### config.mk
export PLATFORM = sky130hd
export DESIGN_NAME = alu32_nibble_serial_addsub
export DESIGN_NICKNAME = d
export VERILOG_FILES = /design/src/rtl/alu32_nibble_serial_addsub.sv
export SDC_FILE = /design/constraint.sdc
export NUM_CORES = 1
export LEC_CHECK = 0
export CAP_MARGIN = 5
export CORE_UTILIZATION = 46
export DETAILED_ROUTE_END_ITERATION = 7
export GPL_ROUTABILITY_DRIVEN = 0
export PLACE_DENSITY_LB_ADDON = 0.25
export SETUP_SLACK_MARGIN = 0.2
export SLEW_MARGIN = 20
export SYNTH_ARGS = -nofsm -noshare
export SYNTH_HDL_FRONTEND = slang
export SYNTH_SLANG_ARGS = --single-unit
### constraint.sdc
create_clock -name clk -period 2.55 [get_ports clk]
set_input_delay 0.255 -clock clk [delete_from_list [all_inputs] [get_ports clk]]
set_output_delay 0.255 -clock clk [all_outputs]
set_load 0.02 [all_outputs]
### src/rtl/alu32_nibble_serial_addsub.sv
// Nibble-serial add/subtract: one 4-bit CLA slice per clock, LSB first, with N/Z/C/V flags.
// Optional ALU32_SEQ_CARRYIN_EN adds a carry_in port for ADC/SBC.
module alu32_nibble_serial_addsub #(
  parameter int unsigned WIDTH = 32
) (
  input  logic             clk,
  input  logic             reset,
  input  logic             start,
  input  logic             op_sub,
  input  logic [WIDTH-1:0] a,
  input  logic [WIDTH-1:0] b,
`ifdef ALU32_SEQ_CARRYIN_EN
  input  logic             carry_in,
`endif
  output logic             busy,
  output logic             done,
  output logic [WIDTH-1:0] result,
  output logic             flag_n,
  output logic             flag_z,
  output logic             flag_c,
  output logic             flag_v
);

  localparam int unsigned NIB  = WIDTH / 4;
  localparam int unsigned IDXW = (NIB > 1) ? $clog2(NIB) : 1;

  typedef enum logic [1:0] {
    ST_IDLE = 2'd0,
    ST_RUN  = 2'd1,
    ST_DONE = 2'd2
  } state_t;

  state_t           state_q, state_d;
  logic [IDXW-1:0]  idx_q, idx_d;
  logic             carry_q, carry_d;
  logic             zero_q, zero_d;
  logic [WIDTH-1:0] a_q, a_d;
  logic [WIDTH-1:0] b_q, b_d;
  logic [WIDTH-1:0] result_q, result_d;
  logic             busy_q, busy_d;
  logic             done_q, done_d;
  logic             n_q, n_d;
  logic             z_q, z_d;
  logic             c_q, c_d;
  logic             v_q, v_d;

  logic             cin0_c;
  logic [3:0]       a_nib_c, b_nib_c, g_c, p_c, sum_c;
  logic             c1_c, c2_c, c3_c, c4_c;
  logic [WIDTH-1:0] shamt_c;

`ifdef ALU32_SEQ_CARRYIN_EN
  assign cin0_c = carry_in;
`else
  assign cin0_c = op_sub;
`endif

  // Current nibble operands and 4-bit carry-lookahead slice
  always_comb begin
    shamt_c = WIDTH'({idx_q, 2'b00});
    a_nib_c = 4'(a_q >> shamt_c);
    b_nib_c = 4'(b_q >> shamt_c);
    g_c     = a_nib_c & b_nib_c;
    p_c     = a_nib_c ^ b_nib_c;
    c1_c    = g_c[0] | (p_c[0] & carry_q);
    c2_c    = g_c[1] | (p_c[1] & g_c[0]) | (p_c[1] & p_c[0] & carry_q);
    c3_c    = g_c[2] | (p_c[2] & g_c[1]) | (p_c[2] & p_c[1] & g_c[0])
            | (p_c[2] & p_c[1] & p_c[0] & carry_q);
    c4_c    = g_c[3] | (p_c[3] & g_c[2]) | (p_c[3] & p_c[2] & g_c[1])
            | (p_c[3] & p_c[2] & p_c[1] & g_c[0])
            | (p_c[3] & p_c[2] & p_c[1] & p_c[0] & carry_q);
    sum_c   = p_c ^ {c3_c, c2_c, c1_c, carry_q};
  end

  always_comb begin
    state_d  = state_q;
    idx_d    = idx_q;
    carry_d  = carry_q;
    zero_d   = zero_q;
    a_d      = a_q;
    b_d      = b_q;
    result_d = result_q;
    n_d      = n_q;
    z_d      = z_q;
    c_d      = c_q;
    v_d      = v_q;

    case (state_q)
      ST_IDLE: begin
        if (start) begin
          a_d      = a;
          b_d      = op_sub ? ~b : b;
          carry_d  = cin0_c;
          idx_d    = '0;
          zero_d   = 1'b1;
          result_d = '0;
          n_d      = 1'b0;
          z_d      = 1'b0;
          c_d      = 1'b0;
          v_d      = 1'b0;
          state_d  = ST_RUN;
        end
      end
      ST_RUN: begin
        result_d = (result_q & ~(WIDTH'(4'hF) << shamt_c)) | (WIDTH'(sum_c) << shamt_c);
        carry_d  = c4_c;
        zero_d   = zero_q & (sum_c == 4'h0);
        if (idx_q == IDXW'(NIB - 1)) begin
          c_d     = c4_c;
          v_d     = c3_c ^ c4_c;
          n_d     = sum_c[3];
          z_d     = zero_q & (sum_c == 4'h0);
          state_d = ST_DONE;
        end else begin
          idx_d = idx_q + IDXW'(1);
        end
      end
      ST_DONE: state_d = ST_IDLE;
      default: state_d = ST_IDLE;
    endcase

    busy_d = (state_d != ST_IDLE);
    done_d = (state_d == ST_DONE);
  end

  always_ff @(posedge clk) begin
    if (reset) begin
      state_q  <= ST_IDLE;
      idx_q    <= '0;
      carry_q  <= 1'b0;
      zero_q   <= 1'b0;
      a_q      <= '0;
      b_q      <= '0;
      result_q <= '0;
      busy_q   <= 1'b0;
      done_q   <= 1'b0;
      n_q      <= 1'b0;
      z_q      <= 1'b0;
      c_q      <= 1'b0;
      v_q      <= 1'b0;
    end else begin
      state_q  <= state_d;
      idx_q    <= idx_d;
      carry_q  <= carry_d;
      zero_q   <= zero_d;
      a_q      <= a_d;
      b_q      <= b_d;
      result_q <= result_d;
      busy_q   <= busy_d;
      done_q   <= done_d;
      n_q      <= n_d;
      z_q      <= z_d;
      c_q      <= c_d;
      v_q      <= v_d;
    end
  end

  assign busy   = busy_q;
  assign done   = done_q;
  assign result = result_q;
  assign flag_n = n_q;
  assign flag_z = z_q;
  assign flag_c = c_q;
  assign flag_v = v_q;

endmodule

Word level (Yosys, flattened, before mapping). Cells that the tools add are included.

Register bits after elaboration: 109. Latch bits: 0. Bits in writable memories: 0. Bits in read-only memories: 0. Input port bits: 68. Logic and storage cells: 89. Memories: 0.

Add/sub/neg operators: 1. Multiply operators: 0. Divide/modulo/power cells: 0. $lt $le $gt $ge: 0. Equal/unequal tests: 6. Shift-type cells: 4. Multiplexer cells: 22. Bitwise logic cells: 35. Reductions and logical operators: 8.

Operators by type and width (count): $mux 32 (2); $not 32->32 (2); $pmux 32 s2 (1); $shr 32x5->4 (2); $and 32x32->32 (1); $or 32x32->32 (1); $shl 4x5->32 (1); $shl 4x5->32 const A (1); $and 1x1->1 (17); $pmux 1 s2 (6); $or 1x1->1 (10); $xor 4x4->4 (2); $mux 1 (7); $mux 3 (2); $ne 2x2->1 const B (3); $pmux 3 s2 (1); $reduce_and 3->1 (2); $and 4x4->4 (1); $logic_not 4->1 (1); $mux 2 (2); $pmux 2 s2 (1); $reduce_and 2->1 (2); $reduce_bool 2->1 (2); $add 3x1->3 const B (1); 5 further kinds (5).

Logic depth before layout (Yosys ltp). Gate-level depths: netlist of run 1.

Depth after elaboration: 11. Gate-level depth with buffers: 11.

Worst setup path before layout of run 1. No wires, ideal clock.

Kind: reg-to-reg. From: register idx_q[0]. To: register result_q[18], in the netlist result[18]. Library setup time: 70 ps. Arrival: 2625 ps. Setup slack: -145 ps. Cell stages (with the launch flop): 10. Path through: dfxtp_1 > buf_2 > mux4_2 > nand2_1 > nand2_1 > ha_1 > a211oi_1 > nor3_2 > or3_1 > a21oi_1.

Word-level cells in the longest chain between the ends: 9.

Ends and longest elaborated chain: start: declaration (RTL line 34) `logic [IDXW-1:0] idx_q, idx_d;`; start signal: assignment (RTL line 143) `idx_q <= idx_d;`; $shr 32x5->4, on equally long branches (RTL line 61, 62); $xor 4x4->4 / $and 4x4->4 (equally long branches) (RTL line 64, 63); $and 1x1->1 (RTL line 66) `c2_c = g_c[1] | (p_c[1] & g_c[0]) | (p_c[1] & p_c[0] & carry_q);`; $or 1x1->1 / $and 1x1->1 (equally long branches) (RTL line 66); $or 1x1->1 (RTL line 66); $xor 4x4->4 (RTL line 72) `sum_c = p_c ^ {c3_c, c2_c, c1_c, carry_q};`; $shl 4x5->32 (RTL line 105) `result_d = (result_q & ~(WIDTH'(4'hF) << shamt_c)) | (WIDTH'(sum_c) << shamt_c);`; $or 32x32->32 * (RTL line 105); $pmux 32 s2 * (RTL line 88) `case (state_q)`; end signal: assignment (RTL line 148) `result_q <= result_d;`; end: declaration (RTL line 39) `logic [WIDTH-1:0] result_q, result_d;`.

Mark *: on every way between the ends. The rest lies on a longest branch, timed or not. A chain may end at the register's enable or synchronous reset.

Worst setup path in the final report of run 1.
From: register idx_q[0]. To: register v_q, in the netlist flag_v.

Word-level cells in the longest chain between the ends: 10.

Ends and longest elaborated chain: $shr 32x5->4, on equally long branches (RTL line 61, 62); $xor 4x4->4 / $and 4x4->4 (equally long branches) (RTL line 64, 63); $and 1x1->1, on equally long branches (RTL line 69, 70, 71); $or 1x1->1, or another cell as far along (2 in series) (RTL line 69) `c4_c = g_c[3] | (p_c[3] & g_c[2]) | (p_c[3] & p_c[2] & g_c[1])`; $or 1x1->1 / $and 1x1->1 (equally long branches) (RTL line 70, 71); $or 1x1->1 (RTL line 71) `| (p_c[3] & p_c[2] & p_c[1] & p_c[0] & carry_q);`; $xor 1x1->1 (RTL line 110) `v_d = c3_c ^ c4_c;`; $mux 1 (RTL line 108) `if (idx_q == IDXW'(NIB - 1)) begin`; $pmux 1 s2 (RTL line 88); end signal: assignment (RTL line 154) `v_q <= v_d;`; end: declaration (RTL line 45) `logic v_q, v_d;`.

Several ways; a longest one is shown, not always the timed one. The select of a mux whose other input is x is not followed.

==> run_results.csv, run 1 <==
group,metric,value,unit
die,num_rows,38,
clock_network,clkTransAtPathRegs,0.11,ns
synth,synth_cells,569,
route,drcViolationCount,0,
clock_network,htreeDepth,3,
grt,grt_usage,0.224,
critical_path,r2r_slack,0.008,ns
synth,yosys_most_used_dff,"dfxtp_1",
die,fp.dieW,107,µm
clock_network,clock_sinks,109,
clock_network,clock_latency,0.37,ns
place,dp.cells,788,
grt,antenna_found_initial,0,
synth,avgSynthCellArea,8.95,µm²
layout,multiInputGateArea,2930,µm²
clock_network,cts_root_buf,"clkbuf_8",
critical_path,cp_slowest_stage_delay,0.49,ns
critical_path,crit_fanout,7,
synth,ys_warn_count,0,
job,drv_cap,0,
power,power_per_cell_area,523,nW/µm²
timing,fin_tns_setup,0,ns
timing,fmax,0.393,GHz
critical_path,path_class,"reg2reg",
timing,setup_violations,0,
synth,synth_xor_area_frac,0.0616,
critical_path,critPathSlowestCell,"mux4_2",
critical_path,r2r.worst_path.cells,11,
critical_path,arrival,2.81,ns
synth,yosysMostFrequentCell,"dfxtp_1",
layout,nets,751,
synth,synth_area_leaders,"dfxtp_1 43%, nand2_1 7.8%, mux4_2 7.1%, xnor2_1 5.7%, a211oi_1 4.9%",
critical_path,cp_cell_sequence,"buf_12, buf_4, mux4_2, nand2_1, nand2_2, ha_4, a41oi_4, o21ai_4, buf_12, mux2_4, a22o_1",
timing,hold_violations,0,
critical_path,critPathBufInv,3,
outcome,outcome,"complete, no violations",
synth,synth_cell_types,48,
power,worst_ir_drop_vdd,0.000292,V
critical_path,cp.depth,11,
synth,netlist_top_cells_count,"109 x dfxtp_1, 106 x nand2_1, 56 x nor2_1",
die,core-area,10800,µm²
critical_path,r2r_start,"idx_q[0]",
layout,fill_cells,914,
layout,seq_area,2190,µm²
route,route.vias.total,4366,
clock_network,cts_buffers,9,
timing,slew_headroom,0.521,
critical_path,path_common_cell,"buf_12",
critical_path,start_kind,"flop",
clock_network,cts_tree,"yes",
route,drtIter0Drc,166,
critical_path,cp-startpoint,"idx_q[0]",
timing,tightest_slew,0.719,ns
critical_path,cp-end-kind,"flop",
clock_network,cts_hold_buf,0,
synth,yosys.area.top_type,"dfxtp_1",
grt,grt_pass1_vias,4178,
synth,async_reset_ff_frac,0,
die,die-area,11500,µm²
clock_network,cts_max_path_buffers,2,
route,firstDrtPassIters,4,
timing,timing.final.crit_period,2.54,ns
route,wirelength,12200,µm
die,ioPinCount,106,
grt,grt_pass1_wl,20300,µm
die,initial_core_util,0.472,
synth,muxShareOfSynthArea,0.0729,
synth,synth_top_family_by_area,"simple AND/OR/NAND/NOR gates",
timing,rsz0062_at_grt,"yes",
die,die_h,107,µm
synth,synth_edf_count,0,
synth,syn_nets,649,
place,io_buffers,105,
timing,drv_slew,0,
grt,grt_max_degree,72,
synth,syn-cell-area,5090,µm²
timing,final.period_utilization,0.997,
timing,clock_skew,0.0157,ns
power,p_leak,2.44,nW
worst_hold_path,worstHoldPathType,"in2reg",
layout,layout.cells.non_filler,815,
route,wl_per_cell,15.0,µm
grt,grt_overflow,0,
route,viasPerCell,5.36,
synth,synth_compound_gate_area_share,0.168,
route,drtAntennaViolNets,0,
layout,syn2layout_area_growth,33.8,%
synth,synth_fa_ha_area_frac,0.0309,
critical_path,critical_path_required,2.82,ns
synth,synth_seq_area_share,0.428,
critical_path,critPathTopFamily,"multiplexers",
critical_path,worst_r2r_endpoint,"flag_v",
layout,drive_gt1_frac,0.175,
synth,synth_top_area_frac,0.428,
synth,synthSimpleGateAreaFrac,0.193,
power,total_power,3.57,mW
place,dp_hpwl,8560,µm
layout,diodes,0,
synth,ys_seq_elements,109,
critical_path,endpoint,"flag_v",
==> per-stage QoR <==
step,hold slack [ns],area (µm²),setup slack [ns],util
after floorplan,0.391,5170,0.181,-
after global routing,0.400,6820,-0.0339,0.631
after CTS,0.370,6640,0.0300,0.615
after global placement,0.442,6310,-0.0581,0.584
final,0.394,6820,0.00765,0.631
after detailed placement,0.448,6310,-0.123,0.584
==> cells by family (layout without fill, tap and decap cells) <==
group                    count (synthesis)  in the layout
AO/OA/AOI/OAI                          126            126
XOR/XNOR                                35             35
adder cells (fa/ha/maj)                 12             12
buffers and inverters                   52            158
flip-flops                             109            109
multiplexers                            17             17
AND/OR/NAND/NOR                        218            218
==> placed cells by master, fill, tap and decap left out, drive strengths merged, types with 13 or more instances in the layout <==
cell type / synthesis / routed
dfxtp: 109 / 109
nand2: 106 / 106
clkdlybuf4s50: 0 / 103
nor2: 57 / 57
a21oi: 42 / 42
xnor2: 34 / 34
a211oi: 33 / 33
buf: 26 / 33
a22oi: 19 / 19
mux4: 16 / 16
nand3b: 13 / 13
==> worst min-delay path by stage <==
stage | startpoint | end | slack [ns] | depth (start not counted)
6_report | reset | result[8] | 0.39 | 2
5_1_grt | reset | result[9] | 0.40 | 2
4_1_cts | reset | result[5] | 0.37 | 2
3_5_place_dp | a_q[10] | a_q[10] | 0.45 | 2
3_3_place_gp | a_q[16] | a_q[16] | 0.44 | 2
2_1_floorplan | a[0] | a_q[0] | 0.39 | 2
==> sequential cells by signal, summed over array words and instances (netlist names) <==
name / count
flag_c: 1
state_q: 2
flag_v: 1
result: 32
flag_n: 1
zero_q: 1
b_q: 32
done: 1
a_q: 32
busy: 1
carry_q: 1
flag_z: 1
idx_q: 3
==> worst register-to-register path: stages (launching register included) <==
cell and delay (ns):
dfxtp_4 0.39, buf_12 0.13, buf_4 0.11, mux4_2 0.49
nand2_1 0.09, nand2_2 0.09, ha_4 0.26, a41oi_4 0.20
o21ai_4 0.09, buf_12 0.15, mux2_4 0.29, a22o_1 0.17
==> timing repair <==
action                                  CTS  global route
endpoints found under the setup margin   36            38
setup buffers                             6             6
resized for setup                        23            31
pin swaps                                 4            28
==> layer usage <==
layer / wire length, µm / GRT usage / vias to the layer above
met5: 0 / 0 / -
met3: 535 / 0.0359 / 22
met2: 6190 / 0.376 / 123
li1: - / - / 2171
met1: 5240 / 0.287 / 2050
met4: 268 / 0.0900 / 0
==> power breakdown <==
part | switching [mW] | internal (mW) | total [mW]
Clock | 0.592 | 0.357 | 0.950
Sequential | 0.0571 | 1.79 | 1.85
Combinational | 0.380 | 0.389 | 0.769
Total | 1.03 | 2.54 | 3.57
==> layout make-up <==
cell class	count	area share
clock buffers	9	0.0182
clock inverters	6	0.00679
inverters	7	0.00386
well taps	140	0.0257
repair buffers	136	0.194
flip-flops and latches	109	0.321
multi-input cells	408	0.430
Note: power is estimated with default switching activity, not from simulation.
==> inputs of run 2 (changes only) <==
Settings changed: TNS_END_PERCENT from default to 50.
==> run 2 against run 1 <==
Combinational power down 3.6%. Routed wire length down 0.14%. Clock skew down 0.0015 ns. Register-to-register slack about the same. Flip-flop and latch count unchanged. Largest cell class unchanged. Largest power group unchanged.
==> run_results.csv, run 2 (synthesized netlist as in run 1, its figures left out) <==
group,metric,value,unit
outcome,outcome,"complete, no violations",
route,drcViolationCount,0,
place,dp_slack,-0.123,ns
critical_path,cp_cell_sequence,"buf_12, mux4_2, nand2_2, nand2_4, fa_1, xnor2_2, and2b_1, a22oi_1, nor2_1",
clock_network,cts_tree,"yes",
route,drtIter0Drc,185,
die,ioPinCount,106,
layout,final_common_cell,"dfxtp_1",
timing,final.period_utilization,0.998,
grt,grt_pass1_wl,20300,µm
critical_path,cp-end-kind,"flop",
critical_path,critical_path_required,2.79,ns
critical_path,critPathTopFamily,"multiplexers",
die,fp.dieW,107,µm
route,viasPerCell,5.35,
critical_path,crit_fanout,7,
die,initial_core_util,0.472,
timing,setup_violations,0,
clock_network,cts_root_buf,"clkbuf_8",
die,die-area,11500,µm²
power,total_power,3.54,mW
clock_network,cts_hold_buf,0,
route,route.vias.total,4337,
layout,postLayoutCoreUtil,0.622,
route,firstDrtPassIters,4,
grt,grt_pass1_vias,4181,
critical_path,start_kind,"flop",
timing,tightest_slew,0.728,ns
clock_network,cts_max_path_buffers,2,
critical_path,arrival,2.79,ns
layout,drive_gt1_frac,0.155,
layout,design_area,6720,µm²
grt,antenna_found_initial,0,
layout,final_cell_mix,"107 x dfxtp_1, 103 x clkdlybuf4s50_1, 99 x nand2_1",
grt,grt_max_degree,72,
timing,timing.final.crit_period,2.55,ns
timing,setup_ws,0.00449,ns
grt,grt_usage,0.224,
place,io_buffers,105,
critical_path,cp_slowest_stage_delay,0.52,ns
timing,hold_violations,0,
die,num_rows,38,
layout,nets,747,
power,power_per_cell_area,527,nW/µm²
timing,drv_slew,0,
timing,fmax,0.393,GHz
route,wl_per_cell,15.1,µm
route,wirelength,12200,µm
die,core-area,10800,µm²
clock_network,clock_sinks,109,
critical_path,critPathSlowestCell,"mux4_2",
critical_path,path_class,"reg2reg",
timing,holdWs,0.390,ns
power,worst_ir_drop_vdd,0.000292,V
clock_network,cts_buffers,9,
layout,syn2layout_area_growth,31.9,%
place,dpl-instance-area,6310,µm²
job,drv_cap,0,
clock_network,clock_latency,0.37,ns
worst_hold_path,worstHoldPathType,"in2reg",
grt,grt_overflow,0,
critical_path,critPathBufInv,1,
timing,clock_skew,0.0142,ns
route,drtAntennaViolNets,0,
die,die_h,107,µm
clock_network,htreeDepth,3,
timing,slew_headroom,0.515,
clock_network,clkTransAtPathRegs,0.10,ns
layout,diodes,0,
timing,rsz0062_at_grt,"yes",
power,p_leak,2.41,nW
place,dp_hpwl,8560,µm
run 2: cell type report:
class	count	area [µm²]
timing repair buffer	132	1280
sequential	109	2190
clock buffer	9	124
clock inverter	6	46.3
multi-input combinational	408	2880
inverter	7	26.3
tap	140	175
fill	935	4080
run 2: through the flow:
stage          TNS, ns  instances
5_1_grt         -0.413        811
3_3_place_gp    -0.144        788
2_1_floorplan        0        569
4_1_cts              0        809
3_5_place_dp     -1.39        788
6_report             0        811
run 2: worst register-to-register path, stage by stage (launching register included):
cell	delay (ns)
dfxtp_4	0.39
buf_12	0.14
mux4_2	0.53
nand2_2	0.11
nand2_4	0.07
fa_1	0.44
xnor2_2	0.23
and2b_1	0.26
a22oi_1	0.22
nor2_1	0.05
run 2: what timing repair did:
item,in CTS,in global routing
pin swaps,4,17
setup endpoints to repair,36,38
buffers inserted,6,2
gates resized for setup,19,19
run 2: routing by layer:
| metal | GRT usage | share of wire | up-vias |
|---|---|---|---|
| li1 | - | - | 2164 |
| met1 | 0.287 | 0.43 | 2030 |
| met2 | 0.376 | 0.51 | 121 |
| met3 | 0.0359 | 0.041 | 22 |
| met4 | 0.0900 | 0.022 | 0 |
| met5 | 0 | 0 | - |
run 2: power by group:
part / leakage, nW / internal (mW) / switching (mW)
Clock: 0.0821 / 0.357 / 0.592
Combinational: 1.43 / 0.371 / 0.370
Sequential: 0.894 / 1.79 / 0.0565
Total: 2.41 / 2.52 / 1.02
run 2: path summary, 6_finish.rpt:
path | start | to | slack (ns) | cells past startpoint
worst max register to register | idx_q[0] | result[1] | 0.004 | 9
worst max-delay path | idx_q[0] | result[1] | 0.004 | 9
worst min-delay path | reset | result[8] | 0.39 | 2
worst min register to register | a_q[23] | a_q[23] | 0.46 | 2
==> inputs of run 3 (changes only) <==
Settings changed: RECOVER_POWER from default to 100.
==> run 3 against run 2 <==
Worst hold slack gained 0.0038 ns. Via count up 0.46%. Sequential power about the same. First-iteration DRC count unchanged.
==> run_results.csv, run 3 (synthesized netlist as in run 1, its figures left out) <==
group,metric,value,unit
layout,diodes,0,
route,firstDrtPassIters,4,
timing,holdWs,0.394,ns
grt,antenna_found_initial,0,
worst_hold_path,worstHoldStart,"reset",
place,dpl-instance-area,6310,µm²
grt,grt_max_degree,72,
timing,rsz0062_at_grt,"yes",
timing,timing.final.crit_period,2.54,ns
layout,layout.cells.non_filler,811,
timing,drv_slew,0,
place,dp.cells,788,
power,p_comb_frac,0.209,
layout,final_common_cell,"dfxtp_1",
timing,fin_tns_setup,0,ns
die,ioPinCount,106,
clock_network,cts_buffers,9,
grt,grt_pass1_vias,4181,
power,swShare,0.287,
timing,clock_skew,0.0150,ns
power,total_power,3.53,mW
timing,tightest_slew,0.732,ns
timing,slew_headroom,0.512,
clock_network,clock_sinks,109,
layout,nets,747,
place,io_buffers,105,
die,fp.dieW,107,µm
clock_network,clkTransAtPathRegs,0.10,ns
die,die-area,11500,µm²
job,drv_cap,0,
route,route.vias.total,4357,
route,wl_per_cell,15.1,µm
critical_path,path_class,"reg2reg",
route,drtIter0Drc,185,
power,worst_ir_drop_vdd,0.000292,V
timing,setup_violations,0,
worst_hold_path,worstHoldPathType,"in2reg",
power,power_per_cell_area,525,nW/µm²
layout,postLayoutCoreUtil,0.622,
timing,final.period_utilization,0.995,
power,p_leak,2.54,nW
route,viasPerCell,5.37,
route,wirelength,12200,µm
outcome,outcome,"complete, no violations",
timing,hold_violations,0,
critical_path,critPathSlowestCell,"mux4_2",
route,drcViolationCount,0,
die,die_h,107,µm
power,clockPowerShare,0.268,
power,p_int,2.52,mW
critical_path,start_kind,"flop",
grt,met3_usage,0.0359,
layout,final_cell_mix,"107 x dfxtp_1, 99 x nand2_1, 65 x clkdlybuf4s50_1",
critical_path,r2r_start,"idx_q[0]",
critical_path,cp_slowest_stage_delay,0.52,ns
layout,syn2layout_area_growth,31.9,%
place,dp_hpwl,8560,µm
critical_path,critical_path_required,2.79,ns
critical_path,cp_cell_sequence,"buf_12, mux4_2, nand2_2, nand2_4, fa_1, xnor2_2, and2b_1, a22oi_1, nor2_1",
grt,grtUsageMet1,0.287,
grt,globalRouteMet2Util,0.376,
clock_network,htreeDepth,3,
timing,fmax,0.394,GHz
critical_path,crit_fanout,7,
clock_network,cts_root_buf,"clkbuf_8",
route,drtAntennaViolNets,0,
grt,grt_overflow,0,
critical_path,cp-startpoint,"idx_q[0]",
grt,grt_usage,0.224,
clock_network,cts_hold_buf,0,
power,seq_power_share,0.523,
clock_network,cts_tree,"yes",
grt,top_usage_layer,"met2",
power,p_switching,1.01,mW
place,dp_slack,-0.123,ns
die,num_rows,38,
grt,grt_pass1_wl,20300,µm
timing,setup_ws,0.0129,ns
die,initial_core_util,0.472,
clock_network,cts_max_path_buffers,2,
layout,design_area,6720,µm²
layout,drive_gt1_frac,0.155,
die,core-area,10800,µm²
clock_network,clock_latency,0.37,ns
critical_path,arrival,2.77,ns
critical_path,cp-end-kind,"flop",
## run 3: cell count changes in the layout (fill, tap and decap cells not counted), sizes merged
cell,previous run,this run
clkdlybuf4s50,103,65
dlygate4sd3,0,38
## run 3: worst max-delay path, delay by kind of cell (launching register included)
kind | cells | cell delay, ns
XOR/XNOR | 1 | 0.22
AND/OR/NAND/NOR | 4 | 0.50
flip-flops | 1 | 0.39
buffers and inverters | 1 | 0.14
AO/OA/AOI/OAI | 1 | 0.22
adder cells (fa/ha/maj) | 1 | 0.44
multiplexers | 1 | 0.52
## run 3: timing repair
action,in CTS,in global routing
setup buffers,6,2
resized for setup,19,19
setup endpoints to repair,36,38
pin swaps,4,17
## run 3: power groups by stage
stage                     logic [mW]  registers (mW)  clock network, mW
after floorplan                0.451            1.87                  0
after global placement         0.648            1.89                  0
after detailed placement       0.665            1.89                  0
after CTS                      0.731            1.85              0.968
after global routing           0.804            1.86               1.04
final                          0.737            1.85              0.946
## run 3: cell type report
| class | count | area, µm² |
|---|---|---|
| sequential | 109 | 2190 |
| timing repair buffer | 132 | 1280 |
| tap | 140 | 175 |
| inverter | 7 | 26.3 |
| fill | 935 | 4080 |
| multi-input combinational | 408 | 2880 |
| clock inverter | 6 | 46.3 |
| clock buffer | 9 | 124 |
## run 3: per-layer routing
metal / vias up / share of wire
li1: 2163 / -
met1: 2053 / 0.42
met2: 122 / 0.52
met3: 19 / 0.047
met4: 0 / 0.017
met5: - / 0
## run 3: path summary, 6_finish.rpt
path | end | slack, ns | cells past startpoint
max | result[1] | 0.01 | 9
min | result[8] | 0.39 | 2
max reg2reg | result[1] | 0.01 | 9
min reg2reg | a_q[0] | 0.46 | 2
